**src/rtl/sipo_pkg.sv**
```systemverilog
// Shared constants and helpers for the sipo_deser serial-to-parallel deserialiser.
package sipo_pkg;

    localparam int DEFAULT_WIDTH = 8;

    localparam bit MSB_FIRST = 1'b0;
    localparam bit LSB_FIRST = 1'b1;

    // Counter width for a WIDTH-bit word; never narrower than one bit.
    function automatic int cnt_width(input int w);
        return (w > 2) ? $clog2(w) : 1;
    endfunction

endpackage

```
**src/rtl/sipo_shift_core.sv**
```systemverilog
// Shift register and bit counter; flags the shift that completes a word and exposes that word.
module sipo_shift_core
    import sipo_pkg::*;
#(
    parameter int WIDTH     = DEFAULT_WIDTH,
    parameter bit LSB_FIRST = MSB_FIRST,
    parameter int CW        = cnt_width(WIDTH)
) (
    input  logic             clk_i,
    input  logic             rst_i,
    input  logic             en_i,
    input  logic             in_i,
    input  logic             clr_i,
    output logic [WIDTH-1:0] q_o,
    output logic [CW-1:0]    bitcnt_o,
    output logic             word_done_o,
    output logic [WIDTH-1:0] word_o
);

    logic [WIDTH-1:0] q_q;
    logic [WIDTH-1:0] q_d;
    logic [CW-1:0]    cnt_q;
    logic [CW-1:0]    cnt_d;
    logic             last_s;

    // Post-shift value and wrapped count for the current edge.
    always_comb begin
        if (LSB_FIRST != MSB_FIRST) begin
            q_d = {in_i, q_q[WIDTH-1:1]};
        end else begin
            q_d = {q_q[WIDTH-2:0], in_i};
        end
        last_s = (cnt_q == CW'(WIDTH - 1));
        if (last_s) begin
            cnt_d = '0;
        end else begin
            cnt_d = cnt_q + CW'(1);
        end
    end

    // Shift state: reset and frame restart both empty the register.
    always_ff @(posedge clk_i) begin
        if (rst_i || clr_i) begin
            q_q   <= '0;
            cnt_q <= '0;
        end else if (en_i) begin
            q_q   <= q_d;
            cnt_q <= cnt_d;
        end else begin
            q_q   <= q_q;
            cnt_q <= cnt_q;
        end
    end

    assign q_o         = q_q;
    assign bitcnt_o    = cnt_q;
    assign word_done_o = en_i & ~clr_i & ~rst_i & last_s;
    assign word_o      = q_d;

endmodule

```
**src/rtl/sipo_deser.sv**
```systemverilog
// Serial-in/parallel-out deserialiser: framed words held on DOUT with valid/ready and sticky overrun.
module sipo_deser
    import sipo_pkg::*;
#(
    parameter int WIDTH     = DEFAULT_WIDTH,
    parameter bit LSB_FIRST = MSB_FIRST
) (
    input  logic                        CLK,
    input  logic                        RST,
    input  logic                        EN,
    input  logic                        IN,
    input  logic                        CLR,
    output logic [WIDTH-1:0]            Q,
    output logic [cnt_width(WIDTH)-1:0] BITCNT,
    output logic [WIDTH-1:0]            DOUT,
    output logic                        DVALID,
    input  logic                        DREADY,
    output logic                        OVR
);

    localparam int CW = cnt_width(WIDTH);

    logic             word_done_s;
    logic [WIDTH-1:0] word_s;
    logic [WIDTH-1:0] dout_q;
    logic [WIDTH-1:0] dout_d;
    logic             dvalid_q;
    logic             dvalid_d;
    logic             ovr_q;
    logic             ovr_d;

    sipo_shift_core #(
        .WIDTH     (WIDTH),
        .LSB_FIRST (LSB_FIRST),
        .CW        (CW)
    ) u_core (
        .clk_i       (CLK),
        .rst_i       (RST),
        .en_i        (EN),
        .in_i        (IN),
        .clr_i       (CLR),
        .q_o         (Q),
        .bitcnt_o    (BITCNT),
        .word_done_o (word_done_s),
        .word_o      (word_s)
    );

    // Output word handshake: a completion loads only if the slot is free or being consumed.
    always_comb begin
        dout_d   = dout_q;
        dvalid_d = dvalid_q;
        ovr_d    = ovr_q;
        if (word_done_s) begin
            if (!dvalid_q || DREADY) begin
                dout_d   = word_s;
                dvalid_d = 1'b1;
            end else begin
                ovr_d = 1'b1;
            end
        end else if (dvalid_q && DREADY) begin
            dvalid_d = 1'b0;
        end else begin
            dvalid_d = dvalid_q;
        end
        if (CLR) begin
            ovr_d = 1'b0;
        end else begin
            ovr_d = ovr_d;
        end
    end

    // Output holding registers.
    always_ff @(posedge CLK) begin
        if (RST) begin
            dout_q   <= '0;
            dvalid_q <= 1'b0;
            ovr_q    <= 1'b0;
        end else begin
            dout_q   <= dout_d;
            dvalid_q <= dvalid_d;
            ovr_q    <= ovr_d;
        end
    end

    assign DOUT   = dout_q;
    assign DVALID = dvalid_q;
    assign OVR    = ovr_q;

endmodule

```
**config.mk**
```make
export PLATFORM = sky130hd
export DESIGN_NAME = sipo_deser
export DESIGN_NICKNAME = d
export VERILOG_FILES = /design/src/rtl/sipo_pkg.sv /design/src/rtl/sipo_shift_core.sv /design/src/rtl/sipo_deser.sv
export SDC_FILE = /design/constraint.sdc
export NUM_CORES = 1
export LEC_CHECK = 0
export ABC_AREA = 0
export CAP_MARGIN = 30
export CORE_ASPECT_RATIO = 0.8
export CORE_MARGIN = 3
export CORE_UTILIZATION = 35
export DETAILED_ROUTE_END_ITERATION = 12
export HOLD_SLACK_MARGIN = 0.06
export SYNTH_ARGS = -nofsm -noshare
export SYNTH_HDL_FRONTEND = slang
export SYNTH_SLANG_ARGS = --single-unit
export TNS_END_PERCENT = 5
```
**constraint.sdc**
```tcl
create_clock -name CLK -period 1.49 [get_ports CLK]
set_input_delay 0.447 -clock CLK [delete_from_list [all_inputs] [get_ports CLK]]
set_output_delay 0.447 -clock CLK [all_outputs]
set_load 0.1 [all_outputs]
```
==> results of run 1 <==
flip-flops by register name, summed over array words and instances, names as in the netlist:
signal,flops
DOUT,8
u_core.q_o,8
u_core.bitcnt_o,3
DVALID,1
OVR,1
worst min path at each step:
stage | cells after the start | to | slack (ns)
floorplan | 2 | u_core.q_o[0]$_SDFFE_PP0P_ | 0.59
global placement | 2 | DOUT[1]$_SDFFE_PP0P_ | 0.51
detailed placement | 2 | DOUT[1]$_SDFFE_PP0P_ | 0.51
CTS | 2 | DOUT[1]$_SDFFE_PP0P_ | 0.53
global route | 2 | DOUT[0]$_SDFFE_PP0P_ | 0.55
finish | 2 | DOUT[1]$_SDFFE_PP0P_ | 0.52
worst min-delay path: stages (launching register included):
cell and delay [ns]:
dfxtp_1 0.35, o21ai_0 0.08, a21oi_1 0.06
power groups by stage:
| stage | Sequential, mW | Clock [mW] | Combinational, mW |
|---|---|---|---|
| final | 0.565 | 0.269 | 0.0922 |
| after global routing | 0.566 | 0.317 | 0.0974 |
| after CTS | 0.565 | 0.288 | 0.0918 |
| after detailed placement | 0.578 | 0 | 0.0911 |
| after global placement | 0.578 | 0 | 0.0900 |
| after floorplan | 0.597 | 0 | 0.0363 |
metal layers:
layer  GRT usage [%]  vias to the layer above  share of wire (%)
met3            5.50                        2                5.6
met4            4.33                        0               0.71
met1            19.6                      350                 47
met5               0                        -                  0
li1                -                      359                  -
met2            22.2                       17                 46
what timing repair did:
item	4_1_cts	5_1_grt
gates resized for setup	0	2
endpoints found under the setup margin	0	7
hold buffers	0	0
metrics by stage:
step	utilization [%]	setup TNS (ns)	power (mW)
floorplan	-	0	0.634
global placement	61.6	-2.63	0.668
detailed placement	61.6	-3.04	0.669
CTS	62.8	0	0.945
global route	63.2	0	0.981
finish	63.2	0	0.926
kinds of logic after synthesis:
kind of cell	synth area share, %
mux	13.2
fa+ha+maj	2.99
compound gates	10.9
simple gates	16.9
flops	50.3
buf+inv	5.69
layout make-up:
type / count / area share (%)
clock buffer: 4 / 1.88
multi-input combinational: 58 / 28.6
sequential: 21 / 30.9
tap: 25 / 2.24
timing repair buffer: 31 / 36.3
cells in the final DEF, fill, tap and decap left out:
| cell type | Yosys | routed |
|---|---|---|
| clkbuf_4 | 0 | 3 |
| mux2i_1 | 11 | 11 |
| nand2b_1 | 1 | 1 |
| a31oi_1 | 1 | 1 |
| or2_4 | 1 | 1 |
| and4bb_1 | 1 | 1 |
| clkdlybuf4s50_1 | 0 | 5 |
| dfxtp_1 | 21 | 17 |
| buf_4 | 3 | 5 |
| buf_12 | 0 | 21 |
| ha_4 | 0 | 2 |
| clkbuf_1 | 1 | 1 |
| nand4bb_2 | 0 | 1 |
| nor2b_2 | 0 | 1 |
| dfxtp_4 | 0 | 3 |
| nand3b_1 | 1 | 1 |
| a21oi_1 | 9 | 9 |
| dfxtp_2 | 0 | 1 |
| nor2_1 | 13 | 13 |
| o21ai_0 | 8 | 8 |
| nand3_1 | 8 | 8 |
==> metrics.csv, run 1 <==
stage,metric,value,unit
outcome,outcome,finished clean,
synthesis,synth-main-ff-cell,dfxtp_1,
sta,worst-slew-pin-transition,0.314,ns
critical_path,slowest_stage,dfxtp_1,
cells_and_area,fin_cells,139,
critical_path,worstPathMaxFanout,4,
synthesis,syn_inst,86,
clock_tree,cts_setup_buffers,0,
critical_path,arrival,0.97,ns
critical_path,r2r_slack,0.10,ns
grt,grt_usage,14.8,%
synthesis,ys_ff_latch,21,
sta,max_freq,707,MHz
clock_tree,htreeDepth,1,
min_path,hold_path_startpoint,DOUT[1]$_SDFFE_PP0P_,
synthesis,synth_area,836,um^2
drt,post_drt_wl_per_cell,14.3,um
pwr,combPwrFrac,10.0,%
floorplanning,die_w,60.6,um
placed_design,place_area,1370,um^2
sta,setup_viol,0,
floorplanning,floorplan.initialDensity,37.7,%
critical_path,r2r-start,u_core.bitcnt_o[1]$_SDFFE_PP0P_,
synthesis,synth_edf_count,0,
drt,routed_via_density,5.24,
drt,vias,728,
synthesis,yosysTopAreaCell,dfxtp_1,
placed_design,port_buffers,26,
synthesis,ys_async_sr_fraction,0,%
synthesis,avgSynthCellArea,9.72,um^2
drt,ant_nets,0,
grt,grt_overflow,0,
floorplanning,die_area,3010,um^2
critical_path,criticalPathCategory,register to primary output,
pwr,clock_power_share,29.1,%
drt,totalWireLength,1.99,mm
grt,grt_pass1_wl,3.33,mm
critical_path,crit_family,flip-flops,
cells_and_area,n_antenna_cell,0,
synthesis,yosys-top-cells-area,"dfxtp_1, mux2i_1, nor2_1",
clock_tree,cts_root_buf,clkbuf_4,
pwr,irDropWorstVdd,0.474,mV
cells_and_area,final_cell_area,1400,um^2
cells_and_area,multiInputGateArea,400,um^2
clock_tree,cts_num_sinks,21,
clock_tree,clk-insertion-delay-late,0.30,ns
synthesis,synth.net_count,94,
critical_path,startpoint_type,register,
cells_and_area,synthToLayoutAreaGrowth,67.4,%
floorplanning,rows,15,
clock_tree,cts.clk_slew.worst_paths,0.11,ns
clock_tree,clock_path_buffers,2,
min_path,min-delay-path-class,register to register,
critical_path,crit_path_end,Q[3],
pwr,power_density,662,nW/um^2
cells_and_area,drive_above_1_share,33.3,%
drt,drt_iter0_drc,24,
synthesis,ys_types,18,
drt,drcViolationCount,0,
critical_path,cp_num_cells,1,
floorplanning,core,2210,um^2
critical_path,slowest_delay,0.46,ns
critical_path,cp_num_buf_inv,1,
critical_path,r2r_end,DOUT[1]$_SDFFE_PP0P_,
placed_design,place_ws,-0.224,ns
sta,fin_crit_sh,94.9,%
sta,finalWorstSetupSlack,0.0763,ns
synthesis,synth_common_cells,"dfxtp_1, nor2_1, mux2i_1",
job,maxCapViolations,0,
sta,hold_viol_final,0,
critical_path,critPathLaunch,u_core.q_o[3]$_SDFFE_PP0P_,
pwr,power_switching_share,23.6,%
floorplanning,die_h,49.7,um
placed_design,globalplace.congestion,0.771,
clock_tree,tritoncts.num_buffers,3,
synthesis,yosys_warnings,0,
sta,slew_viol_final,0,
critical_path,required,1.04,ns
grt,grt_pass1_vias,726,
cells_and_area,fillers,191,
critical_path,path_cells,buf_12,
pwr,power_leakage,0.526,nW
sta,period_needed,1.41,ns
placed_design,placed_cells,135,
grt,antenna_found_initial,0,
pwr,netSwitchingPower,0.219,mW
clock_tree,cts_tree,done,
synthesis,synth_most_common_cell,dfxtp_1,
critical_path,critPathCaptureType,primary output,
sta,max-slew-margin-rel,79.0,%
synthesis,synth_seq_area_share,50.3,%
pwr,pwr-share-seq,61.0,%
floorplanning,io_pins,27,
sta,rsz0062_at_grt,false,
cells_and_area,fin_nets,123,
sta,finClkSkew,0.000566,ns
pwr,cell_internal_pwr,0.708,mW
grt,grt_max_degree,14,
sta,hold_ws,0.525,ns
placed_design,place_hpwl,1.50,mm
cells_and_area,area.sequential,433,um^2
drt,drtPass1Iterations,3,
critical_path,worstRegToRegCells,5,
synthesis,synth_top_area_share,50.3,%
Power figures use the tool's default switching activity.
==> run 2: changes to the inputs <==
GPL_TIMING_DRIVEN = 0   (was default)
==> metrics.csv, run 2 (synthesized netlist as in run 1, its figures left out) <==
stage,metric,value,unit
sta,rsz0062_at_grt,false,
critical_path,critPathCaptureType,primary output,
drt,dr_wl_met3,112,um
pwr,power_leakage,0.482,nW
floorplanning,die_w,60.6,um
cells_and_area,layout.cells.most_common_list,"dfxtp_1, buf_4, nor2_1",
floorplanning,die_h,49.7,um
placed_design,place_area,1150,um^2
grt,grt_usage,13.6,%
cells_and_area,n_antenna_cell,0,
sta,setup-tns-final,0,ns
grt,antenna_found_initial,0,
sta,setup_viol,0,
critical_path,cp_num_cells,1,
sta,fin_crit_sh,96.6,%
cells_and_area,fin_nets,124,
critical_path,r2r_slack,0.18,ns
clock_tree,cts_num_sinks,21,
sta,period_needed,1.44,ns
drt,post_drt_wl_per_cell,13.3,um
critical_path,worstRegToRegCells,6,
sta,slew_viol_final,0,
cells_and_area,final_cell_area,1170,um^2
clock_tree,clk-insertion-delay-late,0.31,ns
drt,totalWireLength,1.86,mm
sta,max-slew-margin-rel,77.8,%
min_path,hold_path_startpoint,EN,
sta,hold_ws,0.450,ns
outcome,outcome,finished clean,
critical_path,required,1.04,ns
clock_tree,cts_root_buf,clkbuf_4,
min_path,worstHoldPathCells,3,
min_path,whs_endpoint,u_core.q_o[2]$_SDFFE_PP0P_,
clock_tree,cts_tree,done,
drt,drtPass1Iterations,4,
clock_tree,tritoncts.num_buffers,3,
critical_path,cp_num_buf_inv,1,
sta,max_freq,695,MHz
critical_path,r2r-start,u_core.bitcnt_o[0]$_SDFFE_PP0P_,
grt,grt_pass1_wl,3.11,mm
job,maxCapViolations,0,
critical_path,slowest_stage,dfxtp_1,
floorplanning,rows,15,
drt,ant_nets,0,
placed_design,globalplace.congestion,0.700,
drt,drcViolationCount,0,
cells_and_area,synthToLayoutAreaGrowth,40.4,%
drt,vias,726,
cells_and_area,drive_above_1_share,34.8,%
drt,top_layer_used,met4,
critical_path,arrival,0.99,ns
pwr,power,0.925,mW
sta,finalWorstSetupSlack,0.0507,ns
clock_tree,cts_setup_buffers,0,
pwr,power_density,788,nW/um^2
placed_design,place_ws,-0.486,ns
cells_and_area,final_util,53.0,%
critical_path,slowest_delay,0.43,ns
clock_tree,htreeDepth,1,
critical_path,startpoint_type,register,
drt,routed_via_density,5.19,
sta,worst-slew-pin-transition,0.334,ns
placed_design,placed_cells,136,
min_path,min-delay-path-class,input pin to register,
critical_path,crit_family,flip-flops,
floorplanning,io_pins,27,
sta,hold_viol_final,0,
critical_path,path_cells,buf_6,
cells_and_area,fin_cells,140,
drt,wl_met1,918,um
pwr,irDropWorstVdd,0.535,mV
floorplanning,die_area,3010,um^2
grt,grt_overflow,0,
critical_path,r2r_end,DOUT[1]$_SDFFE_PP0P_,
placed_design,port_buffers,25,
floorplanning,core,2210,um^2
clock_tree,cts.clk_slew.worst_paths,0.12,ns
grt,grt_max_degree,13,
drt,wl_met2,821,um
critical_path,worstPathMaxFanout,4,
floorplanning,floorplan.initialDensity,37.7,%
placed_design,place_hpwl,1.35,mm
sta,finClkSkew,0.00265,ns
grt,grt_pass1_vias,674,
drt,drt_iter0_drc,15,
critical_path,criticalPathCategory,register to primary output,
clock_tree,clock_path_buffers,2,
[run 2: what timing repair did]
action                                  CTS  global route
pin swaps                                 0             0
hold buffers                              0             0
gates resized for setup                 129             9
endpoints found under the setup margin   21            15
[run 2: cell type report]
class / count / area, um^2
buffer: 7 / 47.5
clock buffer: 3 / 22.5
timing repair buffer: 25 / 235
multi-input combinational: 58 / 398
sequential: 21 / 434
tap: 25 / 31.3
fill: 210 / 1040
clock inverter: 1 / 5.00
[run 2: where the power goes]
part / switching (mW) / internal, mW / total, mW / leakage, nW
combinational: 0.0477 / 0.0355 / 0.0832 / 0.291
clock: 0.177 / 0.100 / 0.277 / 0.0177
sequential: 0.00405 / 0.560 / 0.564 / 0.173
total: 0.229 / 0.696 / 0.925 / 0.482
[run 2: worst max-delay path by stage]
stage	start	to	slack [ns]
2_1_floorplan	u_core.bitcnt_o[0]$_SDFFE_PP0P_	DOUT[1]$_SDFFE_PP0P_	0.02
3_3_place_gp	u_core.q_o[6]$_SDFFE_PP0P_	Q[6]	-0.49
3_5_place_dp	u_core.q_o[1]$_SDFFE_PP0P_	Q[1]	-0.49
4_1_cts	u_core.q_o[2]$_SDFFE_PP0P_	Q[2]	0.002
5_1_grt	u_core.q_o[1]$_SDFFE_PP0P_	Q[1]	0.0005
6_report	u_core.q_o[1]$_SDFFE_PP0P_	Q[1]	0.05
[run 2: tightest hold or removal path, delay by kind of cell]
family                 cells  cell delay [ns]
muxes                      1             0.08
and+or+nand+nor            1             0.07
buffers and inverters      1             0.13
[run 2: per-layer routing]
| metal | track usage (%) | vias up |
|---|---|---|
| met4 | 3.25 | 0 |
| met1 | 19.1 | 344 |
| met2 | 19.2 | 21 |
| li1 | - | 359 |
| met3 | 5.76 | 2 |
| met5 | 0 | - |
==> run 3: changes to the inputs <==
SLEW_MARGIN = 20   (was default)
==> results of run 3 <==
The final DEF is identical to that of run 2; final timing and power are the same.
